--- src/rtl/nonov_seq_pkg.sv ---
// Shared types and helpers for the non-overlapping two-phase sequencer.
package nonov_seq_pkg;

    localparam int unsigned DEF_CNT_W   = 8;
    localparam int unsigned DEF_BURST_W = 16;

    typedef enum logic [2:0] {
        IDLE,
        PH1,
        DEAD1,
        PH2,
        DEAD2
    } state_t;

    // A programmed length of zero behaves as one clock.
    function automatic int unsigned len_clamp(input int unsigned len);
        return (len == 0) ? 1 : len;
    endfunction

endpackage

--- src/rtl/nonov_seq_cnt.sv ---
// Loadable down-counter shared by all timed sequencer states.
// A load of (length-1) makes expired assert on the length-th cycle.
module nonov_seq_cnt
    import nonov_seq_pkg::*;
#(
    parameter int unsigned CNT_W = DEF_CNT_W
) (
    input  logic             clk,
    input  logic             reset,
    input  logic             load,
    input  logic [CNT_W-1:0] load_val,
    output logic             expired
);

    logic [CNT_W-1:0] cnt;

    // Reload on state entry, otherwise count down and hold at zero.
    always_ff @(posedge clk) begin
        if (reset) begin
            cnt <= '0;
        end else if (load) begin
            cnt <= load_val;
        end else if (cnt != '0) begin
            cnt <= cnt - 1'b1;
        end
    end

    assign expired = (cnt == '0);

endmodule

--- src/rtl/nonov_phase_seq.sv ---
// Burst sequencer for non-overlapping two-phase clocks (ph1/ph2).
// Optional feature: define NONOV_SEQ_PERIOD_TC_EN to add the per-period
// terminal-count pulse output tc.
module nonov_phase_seq
    import nonov_seq_pkg::*;
#(
    parameter int unsigned CNT_W   = DEF_CNT_W,
    parameter int unsigned BURST_W = DEF_BURST_W
) (
    input  logic               clk,
    input  logic               reset,
    input  logic               en,
    input  logic               start,
    input  logic [CNT_W-1:0]   ph1_len,
    input  logic [CNT_W-1:0]   ph2_len,
    input  logic [CNT_W-1:0]   dead_len,
    input  logic [BURST_W-1:0] burst_len,
    output logic               ph1,
    output logic               ph2,
    output logic               busy,
    output logic               done,
    output logic [BURST_W-1:0] period_cnt
`ifdef NONOV_SEQ_PERIOD_TC_EN
    ,
    output logic               tc
`endif
);

    // Counter reload value for a programmed length (clamped, minus one).
    function automatic logic [CNT_W-1:0] reload(input logic [CNT_W-1:0] len);
        return CNT_W'(len_clamp(32'(len)) - 1);
    endfunction

    state_t             state;
    state_t             next_state;
    logic [CNT_W-1:0]   l_ph1;
    logic [CNT_W-1:0]   l_ph2;
    logic [CNT_W-1:0]   l_dead;
    logic [BURST_W-1:0] l_burst;
    logic               stop_pend;
    logic               cnt_load;
    logic [CNT_W-1:0]   cnt_val;
    logic               expired;
    logic               accept;
    logic               period_end;
    logic               burst_end;
    logic [BURST_W:0]   pc_inc;

    assign pc_inc = {1'b0, period_cnt} + 1'b1;

    nonov_seq_cnt #(
        .CNT_W (CNT_W)
    ) u_cnt (
        .clk      (clk),
        .reset    (reset),
        .load     (cnt_load),
        .load_val (cnt_val),
        .expired  (expired)
    );

    // Next-state, counter reload and period/burst completion decode.
    always_comb begin
        next_state = state;
        cnt_load   = 1'b0;
        cnt_val    = l_dead;
        accept     = 1'b0;
        period_end = 1'b0;
        burst_end  = 1'b0;
        case (state)
            IDLE: begin
                if (start && en) begin
                    accept     = 1'b1;
                    next_state = PH1;
                    cnt_load   = 1'b1;
                    cnt_val    = reload(ph1_len);
                end
            end
            PH1: begin
                if (expired) begin
                    next_state = DEAD1;
                    cnt_load   = 1'b1;
                    cnt_val    = l_dead;
                end
            end
            DEAD1: begin
                if (expired) begin
                    next_state = PH2;
                    cnt_load   = 1'b1;
                    cnt_val    = l_ph2;
                end
            end
            PH2: begin
                if (expired) begin
                    next_state = DEAD2;
                    cnt_load   = 1'b1;
                    cnt_val    = l_dead;
                end
            end
            DEAD2: begin
                if (expired) begin
                    period_end = 1'b1;
                    // en sampled low on this very edge still ends the burst here.
                    if (((l_burst != '0) && (pc_inc == {1'b0, l_burst})) ||
                        stop_pend || !en) begin
                        burst_end  = 1'b1;
                        next_state = IDLE;
                    end else begin
                        next_state = PH1;
                        cnt_load   = 1'b1;
                        cnt_val    = l_ph1;
                    end
                end
            end
            default: next_state = IDLE;
        endcase
    end

    // State register.
    always_ff @(posedge clk) begin
        if (reset) begin
            state <= IDLE;
        end else begin
            state <= next_state;
        end
    end

    // Capture burst configuration on start acceptance only.
    always_ff @(posedge clk) begin
        if (reset) begin
            l_ph1   <= '0;
            l_ph2   <= '0;
            l_dead  <= '0;
            l_burst <= '0;
        end else if (accept) begin
            l_ph1   <= reload(ph1_len);
            l_ph2   <= reload(ph2_len);
            l_dead  <= reload(dead_len);
            l_burst <= burst_len;
        end
    end

    // Sticky graceful-stop request, cleared whenever the sequencer returns to IDLE.
    always_ff @(posedge clk) begin
        if (reset) begin
            stop_pend <= 1'b0;
        end else if (accept || (next_state == IDLE)) begin
            stop_pend <= 1'b0;
        end else if ((state != IDLE) && !en) begin
            stop_pend <= 1'b1;
        end
    end

    // Completed-period counter, saturating at all-ones.
    always_ff @(posedge clk) begin
        if (reset) begin
            period_cnt <= '0;
        end else if (accept) begin
            period_cnt <= '0;
        end else if (period_end && (period_cnt != '1)) begin
            period_cnt <= pc_inc[BURST_W-1:0];
        end
    end

    // Registered outputs decoded from the next state.
    always_ff @(posedge clk) begin
        if (reset) begin
            ph1  <= 1'b0;
            ph2  <= 1'b0;
            busy <= 1'b0;
            done <= 1'b0;
        end else begin
            ph1  <= (next_state == PH1);
            ph2  <= (next_state == PH2);
            busy <= (next_state != IDLE);
            done <= burst_end;
        end
    end

`ifdef NONOV_SEQ_PERIOD_TC_EN
    // One-cycle pulse at the end of every period.
    always_ff @(posedge clk) begin
        if (reset) begin
            tc <= 1'b0;
        end else begin
            tc <= period_end;
        end
    end
`endif

endmodule

--- config.mk ---
export PLATFORM = sky130hd
export DESIGN_NAME = nonov_phase_seq
export DESIGN_NICKNAME = d
export VERILOG_FILES = /design/src/rtl/nonov_seq_pkg.sv /design/src/rtl/nonov_seq_cnt.sv /design/src/rtl/nonov_phase_seq.sv
export SDC_FILE = /design/constraint.sdc
export NUM_CORES = 1
export LEC_CHECK = 0
export CAP_MARGIN = 40
export CORE_MARGIN = 2
export CORE_UTILIZATION = 56
export CTS_BUF_LIST = sky130_fd_sc_hd__clkbuf_2 sky130_fd_sc_hd__clkbuf_4 sky130_fd_sc_hd__clkbuf_8
export DETAILED_ROUTE_END_ITERATION = 16
export PLACE_DENSITY = 0.85
export SETUP_SLACK_MARGIN = 0.4
export SYNTH_ARGS = -nofsm -noshare
export SYNTH_HDL_FRONTEND = slang
export SYNTH_SLANG_ARGS = --single-unit
--- constraint.sdc ---
create_clock -name clk -period 3.55 [get_ports clk]
set_input_delay 0.355 -clock clk [delete_from_list [all_inputs] [get_ports clk]]
set_output_delay 0.355 -clock clk [all_outputs]
set_load 0.01 [all_outputs]
==> results by group <==
Detailed routing
  • Vias: 4067
  • TritonRoute pass-1 iters: 5
  • Final WL: 10400 um
  • Routed Antenna Nets: 0
  • Vias per inst: 6.00
  • Post-route DRC: 0
  • DR iter-0 viols: 382
  • Routed length per placed instance: 15.4 um

Timing
  • Worst slew margin: 0.618
  • Tightest Pin Transition: 573 ps
  • RSZ-0062 raised after global routing: false
  • Final hold vios: 0
  • TNS Setup: 0 ps
  • Max-slew violations: 0
  • Skew final: 12.8 ps
  • Tmin final: 3050 ps
  • Endpoints failing setup: 0
  • Fmax: 328 MHz
  • Tcrit/Tclk final: 0.858

Layout
  • Final instance area: 0.00501 sq mm
  • Final #Nets: 623
  • Share of cells above drive strength 1: 0.102
  • Diode count: 0
  • Util after Layout: 0.698
  • Area Overhead vs Synth: 21.5%

Power
  • Leak: 0.00176 uW
  • Power per Cell Area: 474 mW/mm^2
  • Total power: 2370 uW
  • Max VDD drop: 0.223 mV

Clocking
  • Resize count post-CTS: 0
  • Clock slew at the register clock pins of the worst setup and hold paths: 80 ps
  • Clk root buf: clkbuf_8
  • Cts bufs inserted: 9
  • Clk buf depth: 2
  • CTS sink count: 72
  • H-tree Lvls: 3
  • Clk_lat worst skew: 350 ps
  • Setup Fix Bufs, Post-CTS: 0
  • CTS tree: yes
  • Hold_buf cts: 0

Global routing
  • Gr busiest metal: met2
  • Met1 Use GR: 0.341
  • Grt met3 use: 0.0369
  • Met2 GRT Util: 0.410
  • Largest net degree at the start of global routing: 55
  • All-Layer GR Usage: 0.254
  • First-pass GRT wire length: 16900 um
  • Vias in the first global route: 3688
  • Initial antenna violation count: 0
  • Remaining global-route overflow: 0

Placed design
  • DPL Wire Length: 7380 um
  • RD Place Congestion: 0.891
  • IO buf count: 63
  • DP Area: 0.00480 sq mm

Yosys
  • Top cells by count, synth: nand2_1 (77), dfxtp_1 (72), nor2_1 (55)
  • Mapped Cells: 522
  • Synthesis Warnings: 0
  • Mapped Area: 0.00412 sq mm
  • Prevailing post-synth register cell: dfxtp_1
  • Async SR Flop Fraction: 0
  • Sequential fraction of the synthesis area: 0.350
  • Cell taking the most area after synthesis: dfxtp_1
  • Syn Area/Cell: 7.90 sq um
  • Netlist cell types: 68
  • Top area cells in the synthesized netlist: dfxtp_1 (35%), nand2_1 (7.0%), xnor2_1 (6.0%), a21oi_1 (5.3%), nor2_1 (5.0%)
  • Most common cell in the netlist: nand2_1
  • Synthesized flop and latch total: 72
  • Post-synth top area share: 0.350
  • Post-Syn Nets: 571
  • EDFF count, synth: 0

Floorplanning
  • # IOs: 64
  • Core Region: 0.00718 sq mm
  • Die area: 0.00806 sq mm
  • Starting density of the core: 0.574
  • Row cnt: 31
  • Die W: 89.8 um
  • Die Height: 89.8 um

Status
  • Status: finished clean

Setup path
  • Startpoint Class: flip-flop
  • Crit Path Class: reg -> reg
  • Critical path fanouts, max: 7
  • Crit path required time: 3770 ps
  • CP Capture Type: flip-flop
  • Arrival time at the worst endpoint: 3260 ps

Min path
  • HP Class: in -> reg

Run
  • Max-cap viol count: 0
==> metal layers <==
layer / share of wire / routed length [um] / up-vias
met5: 0 / 0 / -
met4: 0.022 / 231 / 0
met3: 0.070 / 728 / 22
met2: 0.47 / 4890 / 192
met1: 0.44 / 4590 / 1878
li1: - / - / 1975
==> worst max-delay path: stages, from the launching register on <==
cell,delay (ps)
dfxtp_2,400
ha_2,240
nand3_2,160
or3_4,460
a211o_1,290
a221oi_2,240
and4_4,320
nor3_2,120
or3b_2,470
a31oi_1,140
nor3_1,70
==> cell families (layout without fill, tap and decap cells) <==
group | Yosys count | in the layout | synth area share
buffers and inverters | 46 | 102 | 0.0489
muxes | 4 | 4 | 0.00972
AOI/OAI and AO/OA | 118 | 118 | 0.201
xor gates and xnor gates | 46 | 46 | 0.0978
adders and majority gates | 5 | 5 | 0.0152
DFF | 72 | 72 | 0.350
and+or+nand+nor | 231 | 232 | 0.277
==> sequential cells by signal (all words and copies together) (netlist names) <==
signal and flops:
busy 1, done 1, l_burst 16, l_dead 8
l_ph1 8, l_ph2 8, period_cnt 16, ph1 1
ph2 1, state 3, stop_pend 1, u_cnt.cnt 8
==> placed cells by master (no fill, tap or decap), drive strengths merged, types with 4 or more instances in the layout <==
cell and n:
nand2 77, dfxtp 72, clkdlybuf4s50 62, nor2 55
a21oi 44, xnor2 28, nor3 24, xor2 18
a211oi 17, nand3 14, inv 13, or3 12
buf 11, o21ai 10, clkbuf 10, nor4 10
nand4 8, nand2b 5, o211ai 5, ha 5
mux2i 4, a311oi 4, o21a 4, clkinv 4
and3 4, a221oi 4
==> path summary, 6_finish.rpt <==
check	end	start	depth (start not counted)	slack [ps]
max	u_cnt.cnt[6]	period_cnt[0]	10	500
min	u_cnt.cnt[7]	reset	3	350
max reg2reg	u_cnt.cnt[6]	period_cnt[0]	10	500
min reg2reg	l_ph1[2]	l_ph1[2]	2	460
==> where the power goes <==
part / switching, uW / total [uW] / internal [uW]
combinational: 449 / 816 / 367
sequential: 91.8 / 989 / 897
clock: 303 / 570 / 267
total: 843 / 2370 / 1530
==> stage by stage <==
stage	worst slack, ps	instances	hold slack (ps)
4_1_cts	412	677	350
6_report	503	678	350
3_3_place_gp	254	661	444
5_1_grt	386	678	362
3_5_place_dp	138	661	449
2_1_floorplan	602	522	427
==> area by class of cell <==
| type | count | area [sq um] |
|---|---|---|
| flip-flops and latches | 72 | 1450 |
| clock buffers | 10 | 138 |
| well taps | 99 | 124 |
| clock inverters | 6 | 35.0 |
| inverters | 13 | 48.8 |
| repair buffers | 73 | 701 |
| fillers | 592 | 2170 |
| multi-input cells | 405 | 2520 |
Note: power is estimated with default switching activity, not from simulation.
